**config.mk**
```make
export PLATFORM = sky130hd
export DESIGN_NAME = wordle_guess_ctrl
export DESIGN_NICKNAME = d
export VERILOG_FILES = /design/src/rtl/wordle_guess_ctrl.sv
export SDC_FILE = /design/constraint.sdc
export NUM_CORES = 1
export LEC_CHECK = 0
export ABC_AREA = 1
export BUFFER_PORTS_ARGS = -buffer_cell sky130_fd_sc_hd__buf_4
export CELL_PAD_IN_SITES_DETAIL_PLACEMENT = 0
export CELL_PAD_IN_SITES_GLOBAL_PLACEMENT = 1
export CORE_ASPECT_RATIO = 1.5
export CORE_MARGIN = 2
export CORE_UTILIZATION = 38
export DETAILED_ROUTE_END_ITERATION = 8
export HOLD_SLACK_MARGIN = 0.02
export PLACE_DENSITY = 0.74
export SLEW_MARGIN = 20
export SYNTH_ARGS = -nofsm -noshare
export SYNTH_HDL_FRONTEND = slang
export SYNTH_SLANG_ARGS = --single-unit
export TNS_END_PERCENT = 100
```
**constraint.sdc**
```tcl
create_clock -name Clk -period 2.4 [get_ports Clk]
set_input_delay 0.12 -clock Clk [delete_from_list [all_inputs] [get_ports Clk]]
set_output_delay 0.12 -clock Clk [all_outputs]
set_load 0.01 [all_outputs]
```
**src/rtl/wordle_guess_ctrl.sv**
```systemverilog
// rtl/wordle_guess_ctrl.sv - Wordle guess entry buffer and letter streamer
//
// Collects a five-letter guess from pushbutton pulses and streams it into the
// game FSM one letter per valid/ready handshake.
//
// Ports:
//   Clk, reset        clock and synchronous active-high reset
//   BtnU / BtnD       next / previous selectable letter (wraps A..Z)
//   BtnR / BtnL       commit selected letter at cursor / delete last letter
//   BtnC              submit the buffered guess
//   abort             new-game clear from the game FSM (selection is kept)
//   game_ready        game FSM can take a guess (sampled only at submit)
//   letter_ready      game FSM accepts letter_out this cycle
//   letter_out/valid  streamed letter and its valid flag
//   guess_done        one-cycle pulse after the last letter transfers
//   err               one-cycle pulse when a submit is rejected
//   cursor            number of committed letters
//   sel_letter        currently selected letter
//   buf_flat          buffer, first letter in the top byte
//   guess_count       accepted guesses, saturating at MAX_GUESSES
//   sending           high while the guess is being streamed
module wordle_guess_ctrl #(
  parameter int         WORD_LEN    = 5,
  parameter logic [7:0] ALPHA_MIN   = 8'h41,
  parameter logic [7:0] ALPHA_MAX   = 8'h5A,
  parameter int         MAX_GUESSES = 6
) (
  input  logic                  Clk,
  input  logic                  reset,
  input  logic                  BtnU,
  input  logic                  BtnD,
  input  logic                  BtnR,
  input  logic                  BtnL,
  input  logic                  BtnC,
  input  logic                  abort,
  input  logic                  game_ready,
  input  logic                  letter_ready,
  output logic [7:0]            letter_out,
  output logic                  letter_valid,
  output logic                  guess_done,
  output logic                  err,
  output logic [2:0]            cursor,
  output logic [7:0]            sel_letter,
  output logic [8*WORD_LEN-1:0] buf_flat,
  output logic [2:0]            guess_count,
  output logic                  sending
);

  localparam logic [2:0] FULL     = 3'(WORD_LEN);
  localparam logic [2:0] LAST_IDX = 3'(WORD_LEN - 1);
  localparam logic [2:0] MAX_G    = 3'(MAX_GUESSES);

  // Two-bit encoding leaves spare codes; those fall into the recovery branch.
  typedef enum logic [1:0] {
    EDIT = 2'd0,
    SEND = 2'd1
  } state_t;

  state_t     state;
  logic [2:0] idx;
  logic [7:0] letters [WORD_LEN];

  for (genvar i = 0; i < WORD_LEN; i++) begin : g_flat
    assign buf_flat[(WORD_LEN-1-i)*8 +: 8] = letters[i];
  end

  always_ff @(posedge Clk) begin
    if (reset) begin
      state        <= EDIT;
      idx          <= 3'd0;
      cursor       <= 3'd0;
      sel_letter   <= ALPHA_MIN;
      letter_out   <= 8'h00;
      letter_valid <= 1'b0;
      guess_done   <= 1'b0;
      err          <= 1'b0;
      guess_count  <= 3'd0;
      sending      <= 1'b0;
      for (int i = 0; i < WORD_LEN; i++) letters[i] <= 8'h00;
    end else if (abort) begin
      // Same as reset but the player's current letter selection survives.
      state        <= EDIT;
      idx          <= 3'd0;
      cursor       <= 3'd0;
      letter_out   <= 8'h00;
      letter_valid <= 1'b0;
      guess_done   <= 1'b0;
      err          <= 1'b0;
      guess_count  <= 3'd0;
      sending      <= 1'b0;
      for (int i = 0; i < WORD_LEN; i++) letters[i] <= 8'h00;
    end else begin
      guess_done <= 1'b0;
      err        <= 1'b0;
      case (state)
        EDIT: begin
          // One action per cycle: C > L > R > U > D.
          if (BtnC) begin
            if (cursor == FULL && game_ready && guess_count < MAX_G) begin
              state        <= SEND;
              idx          <= 3'd0;
              letter_out   <= letters[0];
              letter_valid <= 1'b1;
              sending      <= 1'b1;
            end else begin
              err <= 1'b1;
            end
          end else if (BtnL) begin
            if (cursor != 3'd0) begin
              letters[cursor - 3'd1] <= 8'h00;
              cursor                 <= cursor - 3'd1;
            end
          end else if (BtnR) begin
            if (cursor < FULL) begin
              letters[cursor] <= sel_letter;
              cursor          <= cursor + 3'd1;
            end
          end else if (BtnU) begin
            sel_letter <= (sel_letter == ALPHA_MAX) ? ALPHA_MIN : sel_letter + 8'd1;
          end else if (BtnD) begin
            sel_letter <= (sel_letter == ALPHA_MIN) ? ALPHA_MAX : sel_letter - 8'd1;
          end
        end

        SEND: begin
          // Buttons and game_ready are deliberately ignored while streaming.
          if (letter_valid && letter_ready) begin
            if (idx == LAST_IDX) begin
              state        <= EDIT;
              idx          <= 3'd0;
              cursor       <= 3'd0;
              letter_out   <= 8'h00;
              letter_valid <= 1'b0;
              sending      <= 1'b0;
              guess_done   <= 1'b1;
              if (guess_count < MAX_G) guess_count <= guess_count + 3'd1;
              for (int i = 0; i < WORD_LEN; i++) letters[i] <= 8'h00;
            end else begin
              idx        <= idx + 3'd1;
              letter_out <= letters[idx + 3'd1];
            end
          end
        end

        default: begin
          state        <= EDIT;
          idx          <= 3'd0;
          cursor       <= 3'd0;
          letter_out   <= 8'h00;
          letter_valid <= 1'b0;
          sending      <= 1'b0;
          for (int i = 0; i < WORD_LEN; i++) letters[i] <= 8'h00;
        end
      endcase
    end
  end

endmodule

```
==> results.txt, run 1 <==
The number of remaining DRC errors is 0, and the number of ports placed on the die boundary is 76. The tool flagged a number of max-cap violations equal to 0. Input and output buffers added on the ports amount to 75. The tools report the core occupancy in the finished layout as 0.471.

Data on the critical path arrives at its endpoint at 2.18 ns. The post-detailed-route via-to-cell ratio came out at 4.98. Startpoint of the lowest-slack hold path: abort. Summing over every cut layer, the via total after detailed routing is 4136.

The tools report the yosys synthesis warning count as 0. The layout overhead on the synthesized area is 21.1%, and the shortest clock period the worst path allows after layout is 2.17 ns. Setup violations remaining at the end of the flow were counted as 0. The run gives 2.41 ns as the endpoint required time on the critical path. For the post-synthesis sequential area ratio, the log shows 0.511. The critical path runs through a total of 9 cells. In this run the remaining antenna-violating nets after routing total 0. The number of clock buffers added by TritonCTS is 9. The portion of the clock cycle consumed by the worst path in the final layout was 0.904. After the first detailed-routing iteration, the DRC count stood at 252. Dividing total power by cell area gives a power density of 581 mW/mm^2. The floorplan step set the die width to 96.4 um.

The critical path goes through inv_1, ha_1, xnor2_1, inv_1, nand2_1, nand2_2, nor2_4, nand2_4, nand2_1. The max-slew violation count was 0; the count of cell types in the netlist was 33. Of all nets on the critical path, the largest fanout is 9.

Timing would allow up to 461 MHz. The tools report the largest net degree at the start of global routing as 33. VDD sags by at most 426 uV. The slowest stage of the critical path is the sky130_fd_sc_hd__dfxtp_1 cell. The launching point of the worst reg2reg path was cursor[1]$_SDFFE_PP0P_. The average wire per standard cell is 16.2 um, and the overall track demand over capacity in global routing is 0.209. The slew at the pin closest to its max-slew limit was 0.638 ns. The leading cell type in the layout, fill and taps excluded is sky130_fd_sc_hd__nor2_1.

Kind of cell adding the most delay to the critical path: simple AND/OR/NAND/NOR gates. The tools report the global-route wire length before repair as 21.3 mm. The tools report the startpoint type of the worst setup path as a flip-flop. The hold path depth came out at 4. Via count of the first global-routing pass: 4125. Ranked by total cell area, the synthesized netlist is headed by sky130_fd_sc_hd__edfxtp_1 40%, sky130_fd_sc_hd__nor2_1 12%, sky130_fd_sc_hd__dfxtp_1 12%, sky130_fd_sc_hd__nand2_1 8.0%, sky130_fd_sc_hd__o21ai_0 6.5%. For the hold violation count in the final report, the log shows 0. The buffers inserted during post-CTS setup optimization is 0. TritonCTS built the clock tree. The die is 143 um tall. The flow ran to the end, and the final reports show no timing, DRC or antenna violations. Setup repair after global routing left no endpoint under its margin. The buffers plus inverters on the worst setup path is 2, and the number of optimization iterations in the first detailed-route pass is 4.

The congestion estimate from routability-driven global placement came to 0.861. The die covers 0.0137 sq mm. The run gives 0 ns as the total negative slack for setup checks.

Dominant cell type by area after synthesis: sky130_fd_sc_hd__edfxtp_1. The mapped netlist covers 0.00486 sq mm. The normalized max-slew margin was 0.573; the HPWL after detailed placement was 10.6 mm.

The worst setup path is of the reg -> reg kind. The clock transition at the registers of the reported paths is 0.07 ns. The leakage power of the design is 0.00257 uW, and the diode insertion count for antenna repair is 0.

When the netlist entered floorplanning its net count stood at 614. The tools report the source-to-sink clock delay at the later pin of the worst-skew pair as 0.34 ns. The post-synthesis sequential element count is 92. The starting utilization of the core area is 0.389.

STA classifies the critical path endpoint as a flip-flop. The largest single stage delay on the critical path is 0.45 ns. In this run the deepest clock path goes through 2 buffers. In this run the clock root is driven by a sky130_fd_sc_hd__clkbuf_16.

After the last flow step, the layout net total stands at 691. The number of cells on the worst reg-to-reg path works out to 9. The worst setup skew after layout is 0.00699 ns.

The final layout contains routed wiring with a total length of 13.5 mm. In the layout the commonest cells are 154 x sky130_fd_sc_hd__nor2_1, 103 x sky130_fd_sc_hd__nand2_1, 86 x sky130_fd_sc_hd__buf_4, 64 x sky130_fd_sc_hd__edfxtp_1, 63 x sky130_fd_sc_hd__o21ai_0. The kind of path behind the tightest hold check was in -> reg. The layout has 1283 filler cells. Summed over all layers, the global routing overflow is 0. The initial antenna violation count is 0. The fraction of final layout cells sized beyond drive strength 1 is 0.190.

The share of the synthesized area in the top cell type came out at 0.395. After floorplanning, the core was divided into 50 placement rows. CTS built an H-tree with a depth of 3.

For this design, the CTS-stage hold fixing added 0 buffers. The placeable core region was 0.0125 sq mm. The post-synthesis average cell area is 8.20 sq um. The clock net in this run drives a total of 92 sinks. Counting every instance in the synthesized netlist gives 593.

Tracing the worst setup path back leads to its startpoint at cursor[1]$_SDFFE_PP0P_.
## cell families after synthesis
| group | Yosys count | synth area share |
|---|---|---|
| adders and majority gates | 11 | 0.0283 |
| AOI/OAI and AO/OA | 87 | 0.0924 |
| DFF | 92 | 0.511 |
| and+or+nand+nor | 323 | 0.294 |
| buffers and inverters | 77 | 0.0692 |
| xor gates and xnor gates | 3 | 0.00541 |
## sequential cells by signal, indices dropped and copies added, names as in the netlist
register,cells
idx,3
state,1
sel_letter,8
cursor,3
guess_count,3
guess_done,1
err,1
letters,64
letter_out,8
## cell usage after synthesis, drive strengths merged
library cell	number
clkbuf	10
dfxtp	28
ha	11
and3	1
edfxtp	64
buf	10
o21ai	66
a21oi	20
nand4	11
nand3	31
inv	56
xor2	1
nor2	161
o211ai	1
nand2	118
nor3	1
xnor2	2
clkinv	1
## worst register-to-register path: cells and delay by family, from the launching register on
family	cells	cell delay [ns]
buffers and inverters	2	0.23
adder cells (fa/ha/maj)	1	0.21
AND/OR/NAND/NOR	5	0.74
flip-flops	1	0.45
XOR/XNOR	1	0.20
## metrics by stage
| step | total power [uW] | hold WS, ns | worst slack [ns] | instances | cell area [sq um] |
|---|---|---|---|---|---|
| final | 3420 | 0.0748 | 0.231 | 831 | 5890 |
| after global routing | 3550 | 0.0784 | 0.00660 | 831 | 5890 |
| after floorplan | 1940 | 0.302 | 0.0692 | 593 | 4860 |
| after global placement | 2060 | 0.428 | 0.266 | 815 | 5590 |
| after CTS | 3450 | 0.0688 | 0.186 | 831 | 5890 |
| after detailed placement | 2060 | 0.429 | 0.201 | 815 | 5590 |
## timing repair
action / CTS / global route
resized for setup: 0 / 1
hold endpoints to repair: 0 / 0
setup endpoints to repair: 0 / 8
## final cells by class
class,instances,area [sq um],share of cell area
sequential,92,2480,0.421
tap,156,195,0.0331
multi-input combinational,424,2050,0.347
inverter,57,226,0.0385
clock buffer,11,233,0.0395
clock inverter,5,61.3,0.0104
timing repair buffer,86,646,0.110
## report_power, final
group	switching, uW	internal, uW	leakage [uW]	total, uW
Combinational	157	99.3	0.00157	256
Sequential	40.3	1730	0.000855	1770
Clock	585	813	0.000144	1400
Total	782	2640	0.00257	3420
## final timing paths
path,slack (ns),endpoint
hold / removal,0.07,state[0]$_SDFFE_PP0P_
hold reg to reg,0.48,guess_count[0]$_SDFFE_PP0P_
setup reg to reg,0.23,letters[2][3]$_SDFFCE_PN0P_
setup / recovery,0.23,letters[2][3]$_SDFFCE_PN0P_
## layer usage
metal | up-vias | track usage | share of wire
li1 | 2082 | - | -
met1 | 1933 | 0.220 | 0.37
met2 | 99 | 0.390 | 0.56
met3 | 22 | 0.0254 | 0.029
met4 | 0 | 0.113 | 0.038
met5 | - | 0 | 0
Power figures use the tool's default switching activity.
==> run 2: changes to the inputs <==
CORE_UTILIZATION = 42   (was 38)
PLACE_DENSITY = 0.77   (was 0.74)
clock period = 2.13 ns   (was 2.4 ns; I/O delays follow)
==> results.txt, run 2 (synthesis gave the netlist of run 1 again) <==
The largest net degree at the start of global routing came out at 33 (unchanged). For the standard-cell row count, the log shows 48 (was 50). The die outline height was 136 um (was 143 um); the via count of the first global-routing pass was 4001 (was 4125). The normalized max-slew margin was 0.559 (was 0.573). The terminating pin of the worst hold path was state[0]$_SDFFE_PP0P_ (unchanged). The setup-violating endpoint count in the final report was 0 (unchanged); the worst setup skew after layout was 0.00525 ns (was 0.00699 ns).

Slew at the pin closest to its max-slew limit: 0.659 ns (was 0.638 ns). The flip-flop count of the largest register, all copies and words added came out at 64 (unchanged). Most frequent cells in the layout: 152 x sky130_fd_sc_hd__nor2_1, 100 x sky130_fd_sc_hd__nand2_1, 95 x sky130_fd_sc_hd__buf_4, 64 x sky130_fd_sc_hd__edfxtp_1, 63 x sky130_fd_sc_hd__o21ai_0 (was 154 x sky130_fd_sc_hd__nor2_1, 103 x sky130_fd_sc_hd__nand2_1, 86 x sky130_fd_sc_hd__buf_4, 64 x sky130_fd_sc_hd__edfxtp_1, 63 x sky130_fd_sc_hd__o21ai_0). The placeable core region came out at 0.0114 sq mm (was 0.0125 sq mm). The post-layout net count is 701 (was 691), and the area of all placed cells without fillers is 0.00603 sq mm (was 0.00589 sq mm).

The CTS root buffer was sky130_fd_sc_hd__clkbuf_16 (unchanged). The data arrival time of the critical path came out at 2.02 ns (was 2.18 ns). The shortest clock period the worst path allows after layout was 2.03 ns (was 2.17 ns); the number of violations reported at the end of detailed-routing iteration 0 was 243 (was 252). For the endpoint required time on the critical path, the log shows 2.12 ns (was 2.41 ns). The tools report the number of ports placed on the die boundary as 76 (unchanged).

Max-slew violation count: 0 (unchanged). Setup repair after global routing left no endpoint under its margin. The maximum clock insertion buffer count is 2 (unchanged). TritonCTS built the clock tree. The hold path depth was 4 (unchanged); the area after detailed placement was 0.00567 sq mm (was 0.00559 sq mm).

Layout overhead on the synthesized area: 24.0% (was 21.1%). The slowest stage cell on the critical path was sky130_fd_sc_hd__dfxtp_1 (unchanged). The number of buffers added on ports came out at 75 (unchanged). The tools report the maximum level of the CTS H-tree as 3 (unchanged). The launching point of the worst reg2reg path is cursor[2]$_SDFFE_PP0P_ (was cursor[1]$_SDFFE_PP0P_). The startpoint of the lowest-slack hold path was abort (unchanged). The number of max-capacitance violations reported came out at 0 (unchanged). The routing usage on met3 was 0.0351 (was 0.0254); the portion of the clock cycle consumed by the worst path in the final layout was 0.953 (was 0.904). The stage delay of the slowest cell on the critical path works out to 0.53 ns (was 0.45 ns). The startpoint type of the worst setup path was a flip-flop (unchanged). Global-route wire length before repair: 20.5 mm (was 21.3 mm).

The logs give 5 (was 4) for the number of optimization iterations in the first detailed-route pass and 0.34 ns (about the same) for the source-to-sink clock delay at the later pin of the worst-skew pair. The number of vias in the routed layout is 4222 (was 4136), and the leakage power of the design is 0.00264 uW (was 0.00257 uW). The run finished with clean final reports. The leading cell type in the layout, fill and taps excluded was sky130_fd_sc_hd__nor2_1 (unchanged). The tools report the remaining number of nets flagged by the antenna check after routing as 0 (unchanged). The highest-utilization routing layer at the global route stage is met2 (unchanged).

The total detailed-routing wirelength is 13.2 mm (was 13.5 mm), and the post-detailed-route via-to-cell ratio is 5.06 (was 4.98). Cell chain of the critical path: o21ai_4, buf_4, nand4_1, nand2_1, nor2_4, nand2_4, nand2_1 (was inv_1, ha_1, xnor2_1, inv_1, nand2_1, nand2_2, nor2_4, nand2_4, nand2_1). Most prevalent standard cell on the critical path: sky130_fd_sc_hd__nand2_1. Top Registers: letters x64, letter_out x8, sel_letter x8 (unchanged). The placer congestion estimate is 0.886 (was 0.861). The diode insertion count for antenna repair was 0 (unchanged).

Kind of path behind the tightest hold check: in -> reg (unchanged). The register-to-register setup slack is 0.1 ns (was 0.23 ns). The end of the worst register-to-register path is letters[4][0]$_SDFFCE_PN0P_ (was letters[2][3]$_SDFFCE_PN0P_). The hold buffer count at CTS is 0 (unchanged), and the number of buffers added by the clock tree synthesis step is 9 (unchanged). The maximum ir drop on the vdd rail was 446 uV (was 426 uV).

Area enclosed by the die boundary: 0.0125 sq mm (was 0.0137 sq mm). The power density over the cells came out at 662 mW/mm^2 (was 581 mW/mm^2). The power consumption was 3990 uW (was 3420 uW).

The logs give 0.413 (was 0.390) for the met2 demand-to-capacity share in global routing and 492 MHz (was 461 MHz) for the timing-limited maximum frequency. Total negative slack for setup checks: 0 ns (unchanged). The tools report the initial antenna violation count as 0 (unchanged). The average wire per standard cell came out at 15.8 um (was 16.2 um). The core occupancy in the finished layout is 0.528 (was 0.471). The worst hold slack came out at 0.0635 ns (was 0.0748 ns). The fraction of final layout cells sized beyond drive strength 1 is 0.213 (was 0.190).

Largest register by flop count: letters (unchanged). The tools report the type of element capturing the critical path as a flip-flop (unchanged). The hold violation count in the final report was 0 (unchanged).

The overall track demand over capacity in global routing is 0.215 (was 0.209). The top fanout value on the critical path works out to 8 (was 9). The number of cells on the worst reg-to-reg path is 7 (was 9). The clock transition at the registers of the reported paths came out at 0.06 ns (was 0.07 ns).

The met1 usage was 0.227 (was 0.220). The run gives 0.426 (was 0.389) as the starting utilization of the core area. Type of the setup path with the least slack: reg -> reg (unchanged). The die span in x came out at 91.9 um (was 96.4 um). Total overflow reported by the global router: 0 (unchanged).

For the HPWL after detailed placement, the log shows 10.3 mm (was 10.6 mm). The run gives 92 (unchanged) as the clock sink total. Number of remaining DRC errors: 0 (unchanged).
[run 2: per-layer routing]
metal	wire length, um	vias to the layer above
li1	-	2109
met1	4790	1947
met2	7350	128
met5	0	-
met4	467	0
met3	549	38
[run 2: how the worst max path moves through the flow]
| stage | slack, ns | depth (start not counted) | to | start |
|---|---|---|---|---|
| floorplan | 0.02 | 9 | letters[1][0]$_SDFFCE_PN0P_ | cursor[0]$_SDFFE_PP0P_ |
| global route | 0.02 | 8 | letters[4][1]$_SDFFCE_PN0P_ | cursor[1]$_SDFFE_PP0P_ |
| detailed placement | 0.01 | 9 | letters[7][0]$_DFFE_PP_ | cursor[0]$_SDFFE_PP0P_ |
| finish | 0.1 | 7 | letters[4][0]$_SDFFCE_PN0P_ | cursor[2]$_SDFFE_PP0P_ |
| global placement | 0.07 | 8 | letters[7][0]$_DFFE_PP_ | cursor[1]$_SDFFE_PP0P_ |
| CTS | 0.05 | 9 | letters[2][6]$_SDFFCE_PN0P_ | cursor[0]$_SDFFE_PP0P_ |
[run 2: layout make-up]
class                   count  area, sq um
inverters                  57          226
flip-flops and latches     92         2480
well taps                 150          188
repair buffers             96          733
clock buffers              10          229
fillers                  1138         5380
multi-input cells         424         2080
clock inverters             6         87.6
[run 2: per-stage QoR]
step | setup slack (ns) | cells
3_5_place_dp | 0.0108 | 817
4_1_cts | 0.0473 | 833
5_1_grt | 0.0167 | 835
2_1_floorplan | 0.0192 | 593
6_report | 0.0991 | 835
3_3_place_gp | 0.0710 | 817
[run 2: power by group]
| group | leakage [uW] | internal (uW) | switching, uW |
|---|---|---|---|
| clock | 0.000157 | 1030 | 675 |
| sequential | 0.000855 | 1940 | 38.9 |
| combinational | 0.00163 | 117 | 184 |
[run 2: repair_timing]
item                       4_1_cts  5_1_grt
pin swaps                        0        1
setup endpoints to repair        8       56
buffers inserted                 0        2
resized for setup                1        6
[run 2: worst max-delay path: cells and delay by family, from the launching register on]
family / cells / cell delay [ns]
compound gates: 1 / 0.15
flops: 1 / 0.53
buf+inv: 1 / 0.17
simple gates: 5 / 0.84
==> run 3: changes to the inputs <==
REMOVE_ABC_BUFFERS = 1   (was not set)
==> results.txt, run 3 (synthesis gave the netlist of run 1 again) <==
The run gives 0 (unchanged) as the hold buffer count at CTS. The most prevalent standard cell on the critical path was sky130_fd_sc_hd__nand2_1 (unchanged). Slowest stage cell on the critical path: sky130_fd_sc_hd__dfxtp_1 (unchanged). The total overflow reported by the global router came out at 0 (unchanged).

Cell chain of the critical path: buf_4, o21ai_4, nand2_1, nand2_1, nand2_1, nor2_4, inv_1, nor2_1, buf_4 (was o21ai_4, buf_4, nand4_1, nand2_1, nor2_4, nand2_4, nand2_1). The global-route wire length before repair came out at 19.8 mm (was 20.5 mm). Number of violations reported at the end of detailed-routing iteration 0: 172 (was 243).

The clock sink total is 92 (unchanged). The placeable core region is 0.0114 sq mm (unchanged), and the normalized max-slew margin is 0.584 (was 0.559). Number of ports placed on the die boundary: 76 (unchanged). The largest register by flop count is letters (unchanged). Top Registers: letters x64, letter_out x8, sel_letter x8 (unchanged). TritonCTS built the clock tree. For the hold violation count in the final report, the log shows 0 (unchanged). The stage delay of the slowest cell on the critical path works out to 0.31 ns (was 0.53 ns).

The run finished with clean final reports. The number of buffers added on ports works out to 75 (unchanged). Type of element capturing the critical path: a flip-flop (unchanged). The endpoint required time on the critical path is 2.18 ns (was 2.12 ns), and the buffers plus inverters on the worst setup path is 3 (was 1). The logs give 3 (unchanged) for the maximum level of the CTS H-tree and 9.67 mm (was 10.3 mm) for the HPWL after detailed placement. The run gives 0.34 ns (about the same) as the source-to-sink clock delay at the later pin of the worst-skew pair.

CTS root buffer: sky130_fd_sc_hd__clkbuf_16 (unchanged). Startpoint of the lowest-slack hold path: abort (unchanged). The fraction of final layout cells sized beyond drive strength 1 was 0.205 (was 0.213); the die outline height was 136 um (unchanged). The power consumption is 3860 uW (was 3990 uW), and the timing-limited maximum frequency is 518 MHz (was 492 MHz). The post-layout net count is 700 (was 701), and the data arrival time of the critical path is 1.98 ns (was 2.02 ns). The flip-flop count of the largest register, all copies and words added came out at 64 (unchanged). Leading cell type in the layout, fill and taps excluded: sky130_fd_sc_hd__nor2_1 (unchanged). The standard-cell row count is 48 (unchanged), and the number of optimization iterations in the first detailed-route pass is 4 (was 5). The logs give 0 (unchanged) for the number of max-capacitance violations reported and 0 (unchanged) for the remaining number of nets flagged by the antenna check after routing. The maximum ir drop on the vdd rail came out at 369 uV (was 446 uV). The diode insertion count for antenna repair was 0 (unchanged). For the via count of the first global-routing pass, the log shows 3882 (was 4001).

Launching instance or port of the critical path: cursor[0]$_SDFFE_PP0P_ (was cursor[2]$_SDFFE_PP0P_). The top fanout value on the critical path was 8 (unchanged); the worst hold slack was 0.0626 ns (was 0.0635 ns). The max-slew violation count was 0 (unchanged); the area enclosed by the die boundary was 0.0125 sq mm (unchanged). The clock transition at the registers of the reported paths works out to 0.06 ns (about the same). Shortest clock period the worst path allows after layout: 1.93 ns (was 2.03 ns). The kind of path behind the tightest hold check was in -> reg (unchanged). Average wire per standard cell: 14.8 um (was 15.8 um). The worst setup skew after layout is 0.00621 ns (was 0.00525 ns), and the portion of the clock cycle consumed by the worst path in the final layout is 0.907 (was 0.953). Maximum clock insertion buffer count: 2 (unchanged). Most frequent cells in the layout: 154 x sky130_fd_sc_hd__nor2_1, 99 x sky130_fd_sc_hd__nand2_1, 95 x sky130_fd_sc_hd__buf_4, 64 x sky130_fd_sc_hd__edfxtp_1, 63 x sky130_fd_sc_hd__o21ai_0 (was 152 x sky130_fd_sc_hd__nor2_1, 100 x sky130_fd_sc_hd__nand2_1, 95 x sky130_fd_sc_hd__buf_4, 64 x sky130_fd_sc_hd__edfxtp_1, 63 x sky130_fd_sc_hd__o21ai_0).

The number of vias in the routed layout came out at 4101 (was 4222). The number of remaining DRC errors was 0 (unchanged). The post-detailed-route via-to-cell ratio was 4.92 (was 5.06). The tools report the launching point of the worst reg2reg path as cursor[0]$_SDFFE_PP0P_ (was cursor[2]$_SDFFE_PP0P_). The run gives 1138 (unchanged) as the filler cell count in the final layout. The die span in x is 91.9 um (unchanged), and the setup-violating endpoint count in the final report is 0 (unchanged). The run gives 0.206 (was 0.215) as the overall track demand over capacity in global routing. Core occupancy in the finished layout: 0.523 (was 0.528).

The starting utilization of the core area came out at 0.426 (unchanged). The initial antenna violation count was 0 (unchanged); the total negative slack for setup checks was 0 ns (unchanged). The kind of cell adding the most delay to the critical path was simple AND/OR/NAND/NOR gates (unchanged). The leakage power of the design is 0.00261 uW (was 0.00264 uW). The largest net degree at the start of global routing was 35 (was 33). For the total detailed-routing wirelength, the log shows 12.4 mm (was 13.2 mm). The number of buffers added by the clock tree synthesis step was 9 (unchanged); the layout overhead on the synthesized area was 22.7% (was 24.0%). Power density over the cells: 648 mW/mm^2 (was 662 mW/mm^2). The startpoint type of the worst setup path was a flip-flop (unchanged). Setup repair after global routing left no endpoint under its margin.

The slew at the pin closest to its max-slew limit came out at 0.622 ns (was 0.659 ns). Type of the setup path with the least slack: reg -> reg (unchanged). The placer congestion estimate was 0.896 (was 0.886).
[run 3: cell types whose count changed in the layout (fill, tap and decap cells not counted), sizes merged]
cell	delta
bufinv	-1
buf	-1
clkinv	-1
clkbuf	+2
[run 3: final timing paths]
check                                                   end  slack (ns)  cells past startpoint
worst max-delay path                letters[5][6]$_DFFE_PP_        0.20                      9
worst min-delay path                  state[0]$_SDFFE_PP0P_        0.06                      4
worst max register to register      letters[5][6]$_DFFE_PP_        0.20                      9
worst min register to register  guess_count[2]$_SDFFE_PP0P_        0.50                      2
[run 3: stage by stage]
step                      std cells  area, sq um  setup WS (ns)
after floorplan                 573         4750         -0.657
after global placement          818         5650          0.183
after detailed placement        818         5650          0.111
after CTS                       834         5950         0.0888
after global routing            834         5960        0.00937
final                           834         5960          0.198
[run 3: layout make-up]
| type | count | area [sq um] | share of cell area |
|---|---|---|---|
| Sequential cell | 92 | 2480 | 0.416 |
| Multi-Input combinational cell | 424 | 2060 | 0.346 |
| Timing Repair Buffer | 95 | 713 | 0.120 |
| Clock buffer | 12 | 246 | 0.0413 |
| Inverter | 57 | 226 | 0.0380 |
| Tap cell | 150 | 188 | 0.0315 |
| Clock inverter | 4 | 47.5 | 0.00797 |
[run 3: where the power goes]
| group | switching, uW | leakage, uW | total [uW] | internal, uW |
|---|---|---|---|---|
| Clock | 650 | 0.000145 | 1590 | 940 |
| Combinational | 180 | 0.00161 | 295 | 115 |
| Sequential | 34.3 | 0.000855 | 1980 | 1940 |
| Total | 864 | 0.00261 | 3860 | 3000 |
[run 3: what timing repair did]
action / in CTS / in global routing
endpoints found under the setup margin: 0 / 56
gates resized for setup: 0 / 6
setup buffers: 0 / 0
[run 3: worst min-delay path: stages]
cell and delay (ns):
sky130_fd_sc_hd__buf_4 0.09, sky130_fd_sc_hd__inv_4 0.04, sky130_fd_sc_hd__nand2_8 0.08, sky130_fd_sc_hd__a21oi_1 0.04
[run 3: layer usage]
metal | track usage | vias to the layer above | wire length (um)
li1 | - | 2108 | -
met1 | 0.231 | 1867 | 4850
met2 | 0.380 | 105 | 6690
met3 | 0.0412 | 21 | 522
met4 | 0.0813 | 0 | 316
met5 | 0 | - | 0
